[config.mk]
export PLATFORM = sky130hd
export DESIGN_NAME = fft_input_loader
export DESIGN_NICKNAME = d
export VERILOG_FILES = /design/src/rtl/fft_input_loader.sv
export SDC_FILE = /design/constraint.sdc
export NUM_CORES = 1
export LEC_CHECK = 0
export ABC_AREA = 1
export BUFFER_PORTS_ARGS = -buffer_cell sky130_fd_sc_hd__buf_4
export CAP_MARGIN = 30
export CORE_MARGIN = 3
export CORE_UTILIZATION = 35
export CTS_CLUSTER_DIAMETER = 30
export CTS_CLUSTER_SIZE = 28
export DETAILED_ROUTE_END_ITERATION = 8
export PLACE_DENSITY_LB_ADDON = 0.2
export REMOVE_ABC_BUFFERS = 1
export SETUP_SLACK_MARGIN = 0.4
export SYNTH_ARGS = -nofsm -noshare
export SYNTH_HDL_FRONTEND = slang
export SYNTH_SLANG_ARGS = --single-unit
[constraint.sdc]
create_clock -name CLK -period 1.1 [get_ports CLK]
set_input_delay 0.22 -clock CLK [delete_from_list [all_inputs] [get_ports CLK]]
set_output_delay 0.22 -clock CLK [all_outputs]
set_load 0.01 [all_outputs]
[src/rtl/fft_input_loader.sv]
// Streams one frame of 2**CMD_WIDTH samples into the FFT sample RAM
// at bit-reversed addresses, then holds until the FFT core re-arms it.
module fft_input_loader #(
  parameter int DATA_WIDTH = 16,
  parameter int CMD_WIDTH  = 4
) (
  input  logic                  CLK,
  input  logic                  RST_N,
  input  logic                  S_VALID,
  output logic                  S_READY,
  input  logic [DATA_WIDTH-1:0] S_DATA,
  input  logic                  S_LAST,
  output logic                  ENA,
  output logic                  WEA,
  output logic [CMD_WIDTH-1:0]  ADDRA,
  output logic [DATA_WIDTH-1:0] DIA,
  output logic                  FRAME_DONE,
  input  logic                  FRAME_ACK,
  output logic                  FRAME_ERR,
  output logic [7:0]            FRAME_CNT
);

  typedef enum logic {
    LOAD = 1'b0,
    FULL = 1'b1
  } state_t;

  state_t                state, state_n;
  logic [CMD_WIDTH-1:0]  idx, idx_n;
  logic                  ready_n;
  logic                  ena_n;
  logic                  wea_n;
  logic [CMD_WIDTH-1:0]  addra_n;
  logic [DATA_WIDTH-1:0] dia_n;
  logic                  done_n;
  logic                  err_n;
  logic [7:0]            cnt_n;
  logic                  beat;
  logic                  is_last;

  function automatic logic [CMD_WIDTH-1:0] bitrev(
    input logic [CMD_WIDTH-1:0] v
  );
    logic [CMD_WIDTH-1:0] r;
    for (int k = 0; k < CMD_WIDTH; k++)
      r[k] = v[CMD_WIDTH-1-k];
    return r;
  endfunction

  assign beat    = S_VALID & S_READY;
  assign is_last = &idx;

  // Next-state and next-output decode; all outputs come from registers.
  always_comb begin
    state_n = state;
    idx_n   = idx;
    ready_n = S_READY;
    ena_n   = 1'b0;
    wea_n   = 1'b0;
    addra_n = ADDRA;
    dia_n   = DIA;
    done_n  = FRAME_DONE;
    err_n   = 1'b0;
    cnt_n   = FRAME_CNT;
    unique case (state)
      LOAD: begin
        if (beat) begin
          ena_n   = 1'b1;
          wea_n   = 1'b1;
          addra_n = bitrev(idx);
          dia_n   = S_DATA;
          idx_n   = idx + 1'b1;
          err_n   = S_LAST != is_last;
          if (is_last) begin
            state_n = FULL;
            ready_n = 1'b0;
          end
        end
      end
      FULL: begin
        if (!FRAME_DONE) begin
          done_n = 1'b1;
          cnt_n  = FRAME_CNT + 8'd1;
        end else if (FRAME_ACK) begin
          state_n = LOAD;
          done_n  = 1'b0;
          ready_n = 1'b1;
        end
      end
      default: state_n = LOAD;
    endcase
  end

  // State and output registers with synchronous reset.
  always_ff @(posedge CLK) begin
    if (!RST_N) begin
      state      <= LOAD;
      idx        <= '0;
      S_READY    <= 1'b1;
      ENA        <= 1'b0;
      WEA        <= 1'b0;
      ADDRA      <= '0;
      DIA        <= '0;
      FRAME_DONE <= 1'b0;
      FRAME_ERR  <= 1'b0;
      FRAME_CNT  <= 8'd0;
    end else begin
      state      <= state_n;
      idx        <= idx_n;
      S_READY    <= ready_n;
      ENA        <= ena_n;
      WEA        <= wea_n;
      ADDRA      <= addra_n;
      DIA        <= dia_n;
      FRAME_DONE <= done_n;
      FRAME_ERR  <= err_n;
      FRAME_CNT  <= cnt_n;
    end
  end

endmodule

; ---- Yosys cells after proc, flatten, opt, wreduce, memory -nomap -nowiden
; Index checks and enable logic that the tools add are counted.
[op_classes]
n_eq_ne = 5
add_sub_neg = 2
muxes = 11
reduce_logical = 6
bitwise = 5
[ops]
columns = cell, n
row1 = 1-bit 2-to-1 mux, 9
row2 = 8-bit by 1-bit adder with 8-bit output (second input constant), 1
row3 = 2-bit inequality test (second input constant), 4
row4 = 4-bit AND reduction, 2
row5 = 4-bit by 1-bit adder with 4-bit output (second input constant), 1
row6 = 1-bit inverter, 4
row7 = 1-bit one-hot mux with 2 select lines, 2
row8 = 2-bit AND reduction, 2
row9 = 3-bit OR reduction, 1
row10 = 2-bit OR reduction, 1
row11 = 1-bit bitwise AND, 1
row12 = 1-bit inequality test, 1
[word_totals]
input_bits = 21
word_cells = 38
out_inout_bits = 33
ff_bits = 37

; ---- Longest topological paths before layout
[logic_depth]
word_depth = 4
mapped_depth = 7
mapped_depth_nobuf = 7

; ---- Least setup slack after synthesis
; No wires, ideal clock.
[synth_timing]
path_type = reg2reg
startpoint = register FRAME_CNT[0]
endpoint = register FRAME_CNT[4]
path_stages_with_launch = 7
required_time_ns = 0.985
period_less_slack_ns = 1.117
setup_ns = 0.115
setup_slack_ns = -0.017
path_buffers = 0
arrival_time_ns = 1.002
cell_sequence = dfxtp_1 ha_1 nand3_1 nor2_1 nand3_1 nand2_1 nor2_1
[synth_via]
elab_chain_cells = 1
[synth_rtl]
columns = item, line_no
row1 = start: declaration, 20  ; output logic [7:0] FRAME_CNT
row2 = start signal: assignment, 117  ; FRAME_CNT <= cnt_n;
row3 = 8-bit by 1-bit adder with 8-bit output, 83  ; cnt_n = FRAME_CNT + 8'd1;
; No other way between the ends.
; A chain may end at the register's enable or synchronous reset.

; ---- Worst setup path in the final report
[layout_timing]
startpoint = register FRAME_CNT[1]
endpoint = output FRAME_CNT[1]
; No word-level cell between the ends.

==> results.sh <==
export IMPL_synth_seq_area_share=0.514
export IMPL_final_area_um2=2520
export IMPL_yosysUniqueCellTypes=23
export IMPL_p_leak_nw=1.14
export IMPL_vias_per_cell=4.72
export IMPL_synth_top_area_cell="dfxtp_1"
export IMPL_slew_violations=0
export IMPL_multiInputGateArea_um2=759
export IMPL_holdCritPathClass="in2reg"
export IMPL_cp_start_kind="flip-flop"
export IMPL_pwr_density_cell_nw_per_um2=1280
export IMPL_whs_path_depth=3
export IMPL_fp_dieW_um=70.2
export IMPL_syn_inst=188
export IMPL_ys_top_cells_by_count="58 x nor2_1, 37 x dfxtp_1, 24 x nand2_1"
export IMPL_synth_simple_gate_area_frac=0.280
export IMPL_synth_main_ff_cell="dfxtp_1"
export IMPL_worst_slew_pin_transition_ns=0.255
export IMPL_timing_hold_ws_ns=0.153
export IMPL_grt_pass1_vias=1502
export IMPL_clock_sinks=37
export IMPL_relSlewSlack=0.830
export IMPL_cts_buffers=5
export IMPL_track_usage=0.161
export IMPL_end_kind="output port"
export IMPL_synth_edff_count=0
export IMPL_seq_area_um2=791
export IMPL_status="finished clean"
export IMPL_drc=0
export IMPL_area_growth_pct=74.8
export IMPL_grt_max_degree=25
export IMPL_met3_usage=0.0475
export IMPL_cts_tree="built"
export IMPL_start_util=0.377
export IMPL_num_vias=1463
export IMPL_min_period_over_period=0.984
export IMPL_num_antenna_cells=0
export IMPL_n_fill_cell=338
export IMPL_grt_ovfl_total=0
export IMPL_finalSetupViolCount=0
export IMPL_cp_arrival_ns=0.86
export IMPL_synth_compound_area_frac=0.109
export IMPL_clock_skew_ns=0.00382
export IMPL_drive_above_1_share=0.599
export IMPL_timing_reg2reg_setup_slack_ns=0.04
export IMPL_clk_latency_ns=0.28
export IMPL_crit_fanout=3
export IMPL_yosysMostFrequentCell="nor2_1"
export IMPL_rsz0062_at_grt="yes"
export IMPL_synth_top_cell_area_share=0.514
export IMPL_synth_xor_area_frac=0.0122
export IMPL_fin_setup_tns_ns=0
export IMPL_r2r_cells=5
export IMPL_nets=284
export IMPL_reg2reg_from="state$_SDFF_PN0_"
export IMPL_critPathBufInv=2
export IMPL_dr_pass1_iters=4
export IMPL_final_cells=310
export IMPL_drt_iter0_markers=70
export IMPL_grt_busiest_layer="met2"
export IMPL_globalRouteMet1Util=0.192
export IMPL_place_inst=292
export IMPL_final_period_minus_worst_setup_slack_ns=1.08
export IMPL_muxShareOfSynthArea=0
export IMPL_min_from="S_DATA[11]"
export IMPL_root_buffer="clkbuf_8"
export IMPL_cpMaxStageDelayCell="dfxtp_2"
export IMPL_postPlaceCellArea_um2=1960
export IMPL_rows=22
export IMPL_io_buffers=53
export IMPL_avgSynthCellArea_um2=7.67
export IMPL_clkTransAtPathRegs_ns=0.07
export IMPL_cp_cell_sequence="buf_6 -> buf_6"
export IMPL_hold_end="DIA[11]$_SDFFE_PN0P_"
export IMPL_ys_async_sr_fraction=0
export IMPL_cap_violations=0
export IMPL_h_tree_depth=2
export IMPL_ys_ff_latch=37
export IMPL_required_ns=0.88
export IMPL_slowest_delay_ns=0.34
export IMPL_grtUsageMet2=0.275
export IMPL_synth_top_family_by_area="simple AND/OR/NAND/NOR gates"
export IMPL_coreArea_um2=3830
export IMPL_synth_warnings=0
export IMPL_io_pins=54
export IMPL_die_h_um=70.2
export IMPL_antenna_found_initial=0
export IMPL_ys_top_cells_by_area="dfxtp_1 51%, nor2_1 15%, o21ai_0 7.6%"
export IMPL_worstSetupPathType="reg2out"
export IMPL_ir_worst_vdd_mv=0.757
export IMPL_gp_congestion=0.776
export IMPL_wl_per_cell_um=12.3
export IMPL_ant_nets=0
export IMPL_synth_adder_area_share=0.0174
export IMPL_r2r_end="ADDRA[3]$_SDFFE_PN0P_"
export IMPL_finalWirelength_mm=3.82
export IMPL_finalPower_w=0.00323
export IMPL_syn_area_um2=1440
export IMPL_final_hold_viol_count=0
export IMPL_cpMostUsedCell="buf_6"
export IMPL_grt_pass1_wl_mm=6.46
export IMPL_clockBufferDepth=2
export IMPL_fmax_mhz=924
export IMPL_die_area_um2=4920
export IMPL_dpl_hpwl_mm=2.27
export IMPL_critPathTopFamily="flip-flops"
## timing repair
item                       4_1_cts  5_1_grt
setup endpoints to repair       70       70
gates cloned                     0        0
hold buffers                     0        0
resized for setup               88       32
buffers inserted                 7        3
pin swaps                       10        8
## worst max-delay path by stage
stage	endpoint	slack (ns)	start	cells past startpoint
2_1_floorplan	ADDRA[3]$_SDFFE_PN0P_	-0.33	S_READY$_SDFFE_PN1P_	6
3_3_place_gp	ADDRA[3]$_SDFFE_PN0P_	0.03	state$_SDFF_PN0_	5
3_5_place_dp	FRAME_CNT[4]$_SDFFE_PN0P_	0.008	FRAME_CNT[0]$_SDFFE_PN0P_	6
4_1_cts	ADDRA[3]$_SDFFE_PN0P_	0.03	S_READY$_SDFFE_PN1P_	6
5_1_grt	DIA[6]$_SDFFE_PN0P_	-0.03	S_READY$_SDFFE_PN1P_	5
6_report	FRAME_CNT[1]	0.02	FRAME_CNT[1]$_SDFFE_PN0P_	2
## tightest hold or removal path: cells and delay by family
family / cells / cell delay, ns
and+or+nand+nor: 2 / 0.11
buffers and inverters: 1 / 0.08
## layer usage
layer	wire, um	share of wire
met4	51	0.013
met5	0	0
met1	1640	0.43
met3	246	0.064
met2	1890	0.49
## cells by family after synthesis
logic type / Yosys count
xor+xnor: 2
fa+ha+maj: 2
buf+inv: 20
flops: 37
simple gates: 97
compound gates: 30
## where the power goes
part	switching (W)	leakage, nW	internal, W
Clock	0.000476	0.0681	0.000901
Sequential	0.0000419	0.316	0.00140
Combinational	0.000179	0.756	0.000233
## layout by cell type (no fill, tap or decap), drive strengths merged
cell type  netlist  final
buf              6     74
clkbuf           2      5
o21bai           1      1
nand4            1      1
ha               2      2
or2              1      1
bufinv           0      2
o21ai           22     22
nand2           24     24
dfxtp           37     37
xor2             2      2
nand3            7      7
a21oi            6      6
inv             12     12
nor2            61     61
nor3             3      3
a31oi            1      1
clkinv           0      1
## registers in the layout, summed over array words and instances, names as in the netlist
| name | count |
|---|---|
| idx | 4 |
| state | 1 |
| DIA | 16 |
| S_READY | 1 |
| FRAME_ERR | 1 |
| FRAME_DONE | 1 |
| ADDRA | 4 |
| WEA | 1 |
| FRAME_CNT | 8 |
## through the flow
| stage | setup WS (ns) | util |
|---|---|---|
| final | 0.0172 | 0.659 |
| after CTS | 0.0297 | 0.630 |
| after detailed placement | 0.00756 | 0.511 |
| after global routing | -0.0270 | 0.659 |
| after global placement | 0.0314 | 0.511 |
| after floorplan | -0.325 | - |
## final cells by class
cell class / instances / area share
Clock inverter: 3 / 0.0258
Sequential cell: 37 / 0.314
Tap cell: 48 / 0.0238
Timing Repair Buffer: 74 / 0.289
Clock buffer: 5 / 0.0273
Multi-Input combinational cell: 131 / 0.301
Inverter: 12 / 0.0189
No activity file was read; power rests on OpenSTA's default activity.
